File: src/rtl/serial_pkg.sv
// Shared serial-line definitions: FSM state encoding and line levels.
// Latency: n/a (definitions only).
// Backpressure: n/a; reused by the matching serial receiver.
package serial_pkg;

  typedef enum logic [2:0] {
    ST_IDLE   = 3'd0,
    ST_START  = 3'd1,
    ST_DATA   = 3'd2,
    ST_PARITY = 3'd3,
    ST_STOP   = 3'd4
  } state_t;

  localparam logic LINE_IDLE = 1'b1;
  localparam logic START_BIT = 1'b0;
  localparam logic STOP_BIT  = 1'b1;

endpackage

File: src/rtl/serial_tx_bit_tick_gen.sv
// Bit-period timer: pulses tick on the last clk of each CLKS_PER_BIT-cycle bit.
// Latency: tick is combinational from the counter register, asserted on terminal count.
// Backpressure: none; the counter is held at 0 while enable is low.
module bit_tick_gen #(
  parameter int CLKS_PER_BIT = 4
) (
  input  logic clk,
  input  logic rst_n,
  input  logic enable,
  output logic tick
);

  localparam int CNT_W = (CLKS_PER_BIT > 1) ? $clog2(CLKS_PER_BIT) : 1;
  localparam logic [CNT_W-1:0] TERM = CNT_W'(CLKS_PER_BIT - 1);

  logic [CNT_W-1:0] cnt_q;
  logic [CNT_W-1:0] cnt_d;

  assign tick = enable && (cnt_q == TERM);

  // Count through the bit period, wrapping on terminal count; park at 0 when idle.
  always_comb begin
    cnt_d = cnt_q;
    if (!enable || tick) begin
      cnt_d = '0;
    end else begin
      cnt_d = cnt_q + 1'b1;
    end
  end

  // Counter register.
  always_ff @(posedge clk or negedge rst_n) begin
    if (!rst_n) begin
      cnt_q <= '0;
    end else begin
      cnt_q <= cnt_d;
    end
  end

endmodule

File: src/rtl/serial_tx.sv
// Serial frame transmitter: start(0), DATA_W bits LSB first, [even parity if SERIAL_TX_PARITY_EN], stop(1).
// Latency: start bit appears on tx_out one cycle after the tx_valid/tx_ready handshake edge.
// Backpressure: tx_ready is low for the whole frame; tx_data/tx_valid are ignored until IDLE.
module serial_tx
  import serial_pkg::*;
#(
  parameter int DATA_W       = 8,
  parameter int CLKS_PER_BIT = 4
) (
  input  logic              clk,
  input  logic              rst_n,
  input  logic [DATA_W-1:0] tx_data,
  input  logic              tx_valid,
  output logic              tx_ready,
  output logic              tx_out,
  output logic              tx_busy
);

  localparam int BC_W = (DATA_W > 1) ? $clog2(DATA_W) : 1;
  localparam logic [BC_W-1:0] LAST_BIT = BC_W'(DATA_W - 1);

  state_t            state_q, state_d;
  logic [DATA_W-1:0] shreg_q, shreg_d;
  logic [BC_W-1:0]   bit_cnt_q, bit_cnt_d;
  logic              tx_out_q, tx_out_d;
  logic              tx_ready_q, tx_ready_d;
  logic              tx_busy_q, tx_busy_d;
  logic              tick;
`ifdef SERIAL_TX_PARITY_EN
  logic              parity_q, parity_d;
`endif

  bit_tick_gen #(
    .CLKS_PER_BIT(CLKS_PER_BIT)
  ) u_tick (
    .clk   (clk),
    .rst_n (rst_n),
    .enable(state_q != ST_IDLE),
    .tick  (tick)
  );

  // Frame sequencing plus the registered line/handshake outputs for the next cycle.
  always_comb begin
    state_d   = state_q;
    shreg_d   = shreg_q;
    bit_cnt_d = bit_cnt_q;
`ifdef SERIAL_TX_PARITY_EN
    parity_d  = parity_q;
`endif
    case (state_q)
      ST_IDLE: begin
        if (tx_valid && tx_ready_q) begin
          shreg_d   = tx_data;
          bit_cnt_d = '0;
          state_d   = ST_START;
`ifdef SERIAL_TX_PARITY_EN
          parity_d  = ^tx_data;
`endif
        end
      end
      ST_START: begin
        if (tick) state_d = ST_DATA;
      end
      ST_DATA: begin
        if (tick) begin
          if (bit_cnt_q == LAST_BIT) begin
            bit_cnt_d = '0;
`ifdef SERIAL_TX_PARITY_EN
            state_d   = ST_PARITY;
`else
            state_d   = ST_STOP;
`endif
          end else begin
            bit_cnt_d = bit_cnt_q + 1'b1;
            shreg_d   = shreg_q >> 1;
          end
        end
      end
      ST_PARITY: begin
`ifdef SERIAL_TX_PARITY_EN
        if (tick) state_d = ST_STOP;
`else
        state_d = ST_IDLE;
`endif
      end
      ST_STOP: begin
        if (tick) state_d = ST_IDLE;
      end
      default: state_d = ST_IDLE;
    endcase

    // Outputs are decoded from the next state so they are registered yet cycle-aligned.
    tx_out_d   = LINE_IDLE;
    tx_ready_d = (state_d == ST_IDLE);
    tx_busy_d  = (state_d != ST_IDLE);
    case (state_d)
      ST_START:  tx_out_d = START_BIT;
      ST_DATA:   tx_out_d = shreg_d[0];
`ifdef SERIAL_TX_PARITY_EN
      ST_PARITY: tx_out_d = parity_d;
`endif
      ST_STOP:   tx_out_d = STOP_BIT;
      default:   tx_out_d = LINE_IDLE;
    endcase
  end

  // State and output registers; reset drives the line idle-high immediately.
  always_ff @(posedge clk or negedge rst_n) begin
    if (!rst_n) begin
      state_q    <= ST_IDLE;
      shreg_q    <= '0;
      bit_cnt_q  <= '0;
      tx_out_q   <= LINE_IDLE;
      tx_ready_q <= 1'b1;
      tx_busy_q  <= 1'b0;
`ifdef SERIAL_TX_PARITY_EN
      parity_q   <= 1'b0;
`endif
    end else begin
      state_q    <= state_d;
      shreg_q    <= shreg_d;
      bit_cnt_q  <= bit_cnt_d;
      tx_out_q   <= tx_out_d;
      tx_ready_q <= tx_ready_d;
      tx_busy_q  <= tx_busy_d;
`ifdef SERIAL_TX_PARITY_EN
      parity_q   <= parity_d;
`endif
    end
  end

  assign tx_out   = tx_out_q;
  assign tx_ready = tx_ready_q;
  assign tx_busy  = tx_busy_q;

endmodule

File: config.mk
export PLATFORM = sky130hd
export DESIGN_NAME = serial_tx
export DESIGN_NICKNAME = d
export VERILOG_FILES = /design/src/rtl/serial_pkg.sv /design/src/rtl/serial_tx_bit_tick_gen.sv /design/src/rtl/serial_tx.sv
export SDC_FILE = /design/constraint.sdc
export NUM_CORES = 1
export LEC_CHECK = 0
export BUFFER_PORTS_ARGS = -buffer_cell sky130_fd_sc_hd__buf_2
export CAP_MARGIN = 20
export CORE_MARGIN = 4
export CORE_UTILIZATION = 50
export DETAILED_ROUTE_END_ITERATION = 8
export GPL_TIMING_DRIVEN = 0
export PLACE_DENSITY_LB_ADDON = 0.12
export RECOVER_POWER = 100
export SLEW_MARGIN = 20
export SYNTH_ARGS = -nofsm -noshare
export SYNTH_HDL_FRONTEND = slang
export SYNTH_SLANG_ARGS = --single-unit
File: constraint.sdc
create_clock -name clk -period 2.1 [get_ports clk]
set_input_delay 0.42 -clock clk [delete_from_list [all_inputs] [get_ports clk]]
set_output_delay 0.42 -clock clk [all_outputs]
set_load 0.1 [all_outputs]
### After elaboration in Yosys (flattened, before gate mapping)

Index checks and enable logic that the tools add are counted.
Widths: inputs -> output; s select.

* register bits: 19
* bits in latches: 0
* RAM bits: 0
* memory bits (read-only): 0
* input bits: 11
* output and inout bits: 3
* logic and storage cells: 47
* memories kept: 0

* add/subtract/negate cells: 2
* multiply operators: 0
* div/mod/pow operators: 0
* $lt $le $gt $ge: 0
* eq/ne operators: 10
* shift operators: 0
* mux-type cells: 16
* bitwise gates (word level): 0
* reduce and logical (&&, ||, !) cells: 11

Operators by type and width (number)
* $mux 3: 8
* $mux 8: 3
* $pmux 8 s2: 1
* $pmux 3 s4: 1
* $eq 3x1->1 const B: 2
* $eq 3x2->1 const B: 2
* $eq 3x3->1 const B: 2
* $logic_not 3->1: 2
* $pmux 3 s2: 1
* $reduce_bool 3->1: 2
* $ne 2x2->1 const B: 2
* $reduce_and 4->1: 1
* $add 3x1->3 const B: 1
* $reduce_and 3->1: 1
* $add 2x1->2 const B: 1
* $eq 2x2->1 const B: 1
* $logic_and 1x1->1: 2
* $mux 2: 1
* $ne 2x1->1 const B: 1
* $pmux 1 s2: 1
* $reduce_bool 2->1: 1
* $logic_not 1->1: 1
* $logic_or 1x1->1: 1

### Depth between registers and ports, before layout

Gate-level depths: netlist of run 1.

* depth in word-level cells: 6
* gate-level depth with buffers: 6

### By module

From an unflattened synthesis of run 1, not the netlist that was laid out.

* cell total of the unflattened synthesis: 75
* area total of the unflattened synthesis: 875.8 sq um

By module, submodules not included
* serial_tx: instances 1, cells an instance 69, area an instance 784.5 sq um, seq. area each 427.9 sq um
* bit_tick_gen: instances 1, cells an instance 6, area an instance 91.3 sq um, seq. area each 50.0 sq um

### Worst setup path after synthesis of run 1

No wires, ideal clock.

* path kind: flip-flop to flip-flop
* start: register tx_ready_q (netlist: tx_ready)
* end: register shreg_q[1]
* setup time: 0.127 ns
* arrival time: 1.635 ns
* path slack: 0.338 ns
* stages on the path, launching flop included: 5
* buffers on the path: 0
* period minus slack after synthesis: 1.762 ns
* cells stage by stage: dfstp_2 -> and3b_2 -> o211ai_1 -> a222oi_1 -> inv_1

* word-level cells in the longest chain between the ends: 3

RTL lines
* start, declared: RTL line serial_tx.sv:26 `logic tx_ready_q, tx_ready_d;`
* start signal, assigned: RTL line serial_tx.sv:124 `tx_ready_q <= tx_ready_d;`
* $logic_and 1x1->1: RTL line serial_tx.sv:52 `if (tx_valid && tx_ready_q) begin`
* $ne 2x2->1 (no line)
* $reduce_and 4->1 (no line)
* end signal, assigned: RTL line serial_tx.sv:121 `shreg_q <= shreg_d;`
* end, declared: RTL line serial_tx.sv:23 `logic [DATA_W-1:0] shreg_q, shreg_d;`

Every way passes these cells.
A chain may end at the register's enable or synchronous reset.

### Worst setup path after layout of run 1

* start: register bit_cnt_q[0]
* end: register tx_out_q (netlist: tx_out)

* word-level cells in the longest chain between the ends: 6
* elaborated cells between the ends (all ways): 10

RTL lines
* start, declared: RTL line serial_tx.sv:24 `logic [BC_W-1:0] bit_cnt_q, bit_cnt_d;`
* start signal, assigned: RTL line serial_tx.sv:122 `bit_cnt_q <= bit_cnt_d;`
* $eq 3x3->1 (*): RTL line serial_tx.sv:66 `if (bit_cnt_q == LAST_BIT) begin`
* $mux 3: RTL line serial_tx.sv:66
* $mux 3: RTL line serial_tx.sv:65 `if (tick) begin`
* $pmux 3 s4: RTL line serial_tx.sv:50 `case (state_q)`
* $eq 3x2->1 / $eq 3x1->1 (equally long branches): RTL line serial_tx.sv:96 `case (state_d)`
* $pmux 1 s2 (*): RTL line serial_tx.sv:96
* via tx_out_d: RTL line serial_tx.sv:25 `logic tx_out_q, tx_out_d;`
* end signal, assigned: RTL line serial_tx.sv:123 `tx_out_q <= tx_out_d;`
* end, declared: RTL line serial_tx.sv:25

Mark *: on every way through the listed nets, which the timed path passes. The rest lies on a longest branch. The select of a mux whose other input is x is not followed.

==> flow_summary.json, run 1 <==
{
  "io_buffers": 13,
  "n_antenna_cell": 0,
  "grt_pass1_wl_um": 2553,
  "ys_seq_area_frac": 0.5358,
  "fin_nets": 109,
  "synth-warning-count": 0,
  "synth_edf_count": 0,
  "drv_cap": 0,
  "clkSinkCount": 19,
  "wl_um": 1470,
  "critPathLaunchType": "register",
  "cts_buffer_depth": 2,
  "grt_antenna_before_repair": 0,
  "start_util": 0.5223,
  "route.detailed.drc": 0,
  "htree_levels": 1,
  "crit_required_ns": 2.32,
  "arrival_ns": 2.06,
  "core_area_um2": 1708,
  "end_kind": "register",
  "holdCritPathClass": "input pin to async pin",
  "clk_latency_ns": 0.29,
  "clockRootBuffer": "clkbuf_4",
  "synthTopCellsByArea": "dfrtp_1 (48%), a222oi_1 (6.7%), dfstp_2 (5.9%)",
  "synth_top_area_cell": "dfrtp_1",
  "postCtsSetupBuffers": 0,
  "setup_tns_ns": 0,
  "avgSynthCellArea_um2": 11.59,
  "async_flop_share": 1.000,
  "synth_fp_nets": 91,
  "clkTransAtPathRegs_ns": 0.10,
  "routedWlPerCell_um": 12.35,
  "yosys_register_bits": 19,
  "clock.fmax_mhz": 543.8,
  "cts_resized": 0,
  "die_y_um": 50.24,
  "netlist_area_um2": 892.1,
  "placementRows": 15,
  "timing.rr.start": "bit_cnt_q[0]",
  "synth_ff_type": "dfrtp_1",
  "holdWs_ns": 0.2485,
  "numCtsBuffers": 3,
  "gp_congestion": 0.7294,
  "fin_skew_ns": 0.001677,
  "firstDrtPassIters": 5,
  "worst_slew_pin_slew_ns": 0.9497,
  "fin_crit_sh": 0.8757,
  "drt_iter0_markers": 36,
  "p_per_area_nw_per_um2": 1390,
  "syn_inst": 77,
  "hold_buffers": 0,
  "overflow": 0,
  "synth_top_area_frac": 0.4769,
  "cts_tree": "built",
  "critPathKind": "register to register",
  "leakage_nw": 0.5035,
  "reg2reg_to": "tx_out",
  "rr_worst_depth": 5,
  "viasPerCell": 5.437,
  "drive_gt1_frac": 0.2872,
  "dr_total_vias": 647,
  "dpl.hpwl_um": 1111,
  "grt_pass1_vias": 582,
  "finalPower_mw": 1.401,
  "hold_viol_final": 0,
  "drv_slew": 0,
  "r2r_setup_slack_ns": 0.26,
  "ios": 14,
  "rsz0062_at_grt": "false",
  "syn_to_final_growth_pct": 12.90,
  "period_minus_slack_ns": 1.839,
  "crit_fanout": 9,
  "grt_start_max_net_pins": 20,
  "setup_viol": 0,
  "status": "complete, no violations",
  "die-area_um2": 2524,
  "die_x_um": 50.24,
  "grtUsageTotal": 0.1337,
  "ir_drop_uv": 1228,
  "timing.slew.headroom": 0.3668,
  "synth_cell_type_count": 28,
  "drtAntennaViolNets": 0
}
[layout make-up]
class                      count  area [um^2]
buffer                         4        27.53
clock buffer                   4        26.28
fill                         161        700.7
inverter                       9        33.78
multi-input combinational     45        346.6
sequential                    19        478.0
tap                           25        31.28
timing repair buffer          13        63.81
[cell families after synthesis]
family | Yosys count | share of synthesized area
fa+ha+maj | 3 | 0.04208
mux | 2 | 0.02524
flops | 19 | 0.5358
simple gates | 22 | 0.1613
compound gates | 18 | 0.1655
buf+inv | 13 | 0.07012
[registers in the layout (all words and copies together) (netlist names)]
signal        cells
bit_cnt_q         3
shreg_q           8
state_q           3
tx_busy           1
tx_out            1
tx_ready          1
u_tick.cnt_q      2
[metrics by stage]
step	util	cells	cell area [um^2]	setup slack, ns
6_report	0.5897	119	1007	0.2609
5_1_grt	0.5897	119	1007	0.1250
4_1_cts	0.5941	119	1015	0.2853
3_5_place_dp	0.5788	115	988.4	0.2966
3_3_place_gp	0.5788	115	988.4	0.3016
2_1_floorplan	-	77	892.1	0.3377
[worst max-delay path, stage by stage, from the launching register on]
cell	delay [ns]
dfrtp_1	0.40
ha_1	0.20
ha_1	0.26
nor4b_4	0.53
a22oi_1	0.20
a31oi_1	0.19
[layout by cell type, fill, tap and decap left out, types with 4 or more instances in the layout]
cell type / Yosys / layout
inv_1: 9 / 9
a222oi_1: 6 / 6
nor3_1: 4 / 4
nand2_1: 5 / 5
buf_2: 1 / 10
dfrtp_1: 17 / 17
[cells in the mapped netlist (2+ instances only)]
cell type,instances
nor2_1,2
nand2_1,5
mux2_2,2
ha_1,3
dfrtp_1,17
o21ai_0,3
a22o_2,2
nor3b_1,3
dfstp_2,2
nand3b_1,2
a31oi_1,3
inv_1,9
a222oi_1,6
nor3_1,4
[worst max path at each step]
stage	slack, ns	from	to	cells after the start
after global routing	0.12	state_q[0]	shreg_q[6]	5
after global placement	0.30	bit_cnt_q[0]	tx_out	5
after floorplan	0.34	tx_ready	shreg_q[1]	4
after CTS	0.29	bit_cnt_q[0]	tx_out	5
final	0.26	bit_cnt_q[0]	tx_out	5
after detailed placement	0.30	bit_cnt_q[0]	tx_out	5
[per-layer routing]
metal | share of wire | track usage
met1 | 0.46 | 0.1916
met2 | 0.47 | 0.1913
met3 | 0.060 | 0.04154
met4 | 0.0075 | 0.04147
met5 | 0 | 0
[report_power, final]
part	internal, mW	switching [mW]	leakage (nW)	total, mW
registers	0.517	0.0646	0.236	0.582
logic	0.205	0.440	0.252	0.645
clock network	0.0738	0.100	0.0150	0.174
Note: power is estimated with default switching activity, not from simulation.
==> run 2: changes to the inputs <==
--- a/config.mk
+++ b/config.mk
@@ -10,9 +10,8 @@
 export CORE_MARGIN = 4
 export CORE_UTILIZATION = 50
 export DETAILED_ROUTE_END_ITERATION = 8
-export GPL_TIMING_DRIVEN = 0
 export PLACE_DENSITY_LB_ADDON = 0.12
-export RECOVER_POWER = 100
+export RECOVER_POWER = 25
 export SLEW_MARGIN = 20
 export SYNTH_ARGS = -nofsm -noshare
 export SYNTH_HDL_FRONTEND = slang
==> run 2 against run 1 <==
Via count is 0.77% lower. Final cell count is 2.5% lower. Largest power group is now registers. Non-clock buffer count is 3 lower. Critical path depth stayed put. Register-to-register slack better by 0.06 ns. Die area stayed put. First-iteration DRC count is 11% lower. Highest routed layer unchanged. Final area is 1.4% lower. Count of clock-buffer cells in the layout is 1 lower.
==> flow_summary.json, run 2 (synthesized netlist as in run 1, its figures left out) <==
{
  "critPathLaunchType": "register",
  "setup_tns_ns": 0,
  "final_common_cell": "dfrtp_1",
  "leakage_nw": 0.4927,
  "period_minus_slack_ns": 1.780,
  "drtAntennaViolNets": 0,
  "grtUsageTotal": 0.1552,
  "wl_um": 1616,
  "reg2reg_to": "tx_out",
  "gp_congestion": 0.7560,
  "top_regs": "shreg_q: 8 flops, bit_cnt_q: 3 flops, state_q: 3 flops",
  "critPathKind": "register to register",
  "dr_total_vias": 642,
  "pwr-share-seq": 0.440,
  "swShare": 0.4430,
  "postCtsSetupBuffers": 0,
  "fin_skew_ns": 0.003782,
  "fin_area_um2": 993.5,
  "overflow": 0,
  "clkSinkCount": 19,
  "io_buffers": 13,
  "pre_cts_ws_ns": 0.3253,
  "holdCritPathClass": "input pin to async pin",
  "rr_worst_depth": 5,
  "crit_fanout": 9,
  "post_dp_cell_area_um2": 967.2,
  "ios": 14,
  "largest_reg_flops": 8,
  "clk_latency_ns": 0.29,
  "pwr-share-clk": 0.127,
  "arrival_ns": 2.01,
  "placementRows": 15,
  "cts_resized": 0,
  "hold_viol_final": 0,
  "grt_antenna_before_repair": 0,
  "start_util": 0.5223,
  "viasPerCell": 5.534,
  "crit_required_ns": 2.33,
  "worst_slew_pin_slew_ns": 0.9788,
  "die_y_um": 50.24,
  "firstDrtPassIters": 7,
  "htree_levels": 1,
  "fin_nets": 106,
  "internal_power_mw": 0.7870,
  "final_cell_mix": "dfrtp_1 (17), buf_2 (12), inv_1 (9), a222oi_1 (6), nand2_1 (5)",
  "rsz0062_at_grt": "false",
  "routedWlPerCell_um": 13.93,
  "drv_cap": 0,
  "die_x_um": 50.24,
  "grt_start_max_net_pins": 20,
  "drive_gt1_frac": 0.2967,
  "die-area_um2": 2524,
  "final.setup.worst_slack_ns": 0.3196,
  "syn_to_final_growth_pct": 11.36,
  "drv_slew": 0,
  "numCtsBuffers": 3,
  "power_switching_mw": 0.6258,
  "r2r_setup_slack_ns": 0.32,
  "finalPower_mw": 1.413,
  "clkTransAtPathRegs_ns": 0.10,
  "grt_pass1_wl_um": 2884,
  "end_kind": "register",
  "clockRootBuffer": "clkbuf_4",
  "n_antenna_cell": 0,
  "regMostFlops": "shreg_q",
  "cts_tree": "built",
  "ir_drop_uv": 797.1,
  "timing.slew.headroom": 0.3475,
  "cts_buffer_depth": 2,
  "hold_buffers": 0,
  "p_per_area_nw_per_um2": 1422,
  "drt_iter0_markers": 32,
  "fin_crit_sh": 0.8478,
  "route.detailed.drc": 0,
  "clock.fmax_mhz": 561.7,
  "grt_pass1_vias": 618,
  "dpl.hpwl_um": 1222,
  "timing.rr.start": "bit_cnt_q[0]",
  "status": "complete, no violations",
  "core_area_um2": 1708,
  "setup_viol": 0,
  "fin_util": 0.5817,
  "p_comb_frac": 0.433
}
==> run 2: layer usage <==
metal  GRT usage  vias up  wire [um]
met5           0        -          0
met4     0.08295        0         14
met3     0.04154        2         60
met2      0.2152       10        751
met1      0.2180      316        790
li1            -      314          -
==> run 2: area by class of cell <==
| cell class | count | area, um^2 |
|---|---|---|
| clock buffer | 3 | 22.52 |
| clock inverter | 1 | 5.005 |
| fill | 153 | 714.4 |
| inverter | 9 | 33.78 |
| multi-input combinational | 45 | 351.6 |
| sequential | 19 | 478.0 |
| tap | 25 | 31.28 |
| timing repair buffer | 14 | 71.32 |
==> run 2: worst max-delay path by stage <==
stage | startpoint | to | depth (start not counted)
after detailed placement | bit_cnt_q[0] | tx_out | 5
after CTS | bit_cnt_q[0] | tx_out | 5
after global placement | bit_cnt_q[0] | tx_out | 5
after floorplan | tx_ready | shreg_q[1] | 4
final | bit_cnt_q[0] | tx_out | 5
after global routing | bit_cnt_q[0] | tx_out | 5
==> run 2: critical path, stage by stage, from the launching register on <==
cell and delay, ns:
dfrtp_1 0.40, ha_1 0.20, ha_1 0.25, nor4b_4 0.52
a22oi_2 0.16, a31oi_1 0.18
==> run 2: through the flow <==
step / hold slack, ns / instances
6_report: 0.2509 / 116
5_1_grt: 0.3125 / 116
4_1_cts: 0.04080 / 116
3_5_place_dp: 0.3833 / 112
3_3_place_gp: 0.3785 / 112
2_1_floorplan: 0.1244 / 77
==> run 2: power by group through the flow <==
stage | sequential, mW | combinational, mW | clock (mW)
floorplan | 0.795 | 0.337 | 0
global placement | 0.621 | 0.608 | 0
detailed placement | 0.627 | 0.620 | 0
CTS | 0.620 | 0.617 | 0.194
global route | 0.640 | 0.684 | 0.205
finish | 0.621 | 0.612 | 0.180
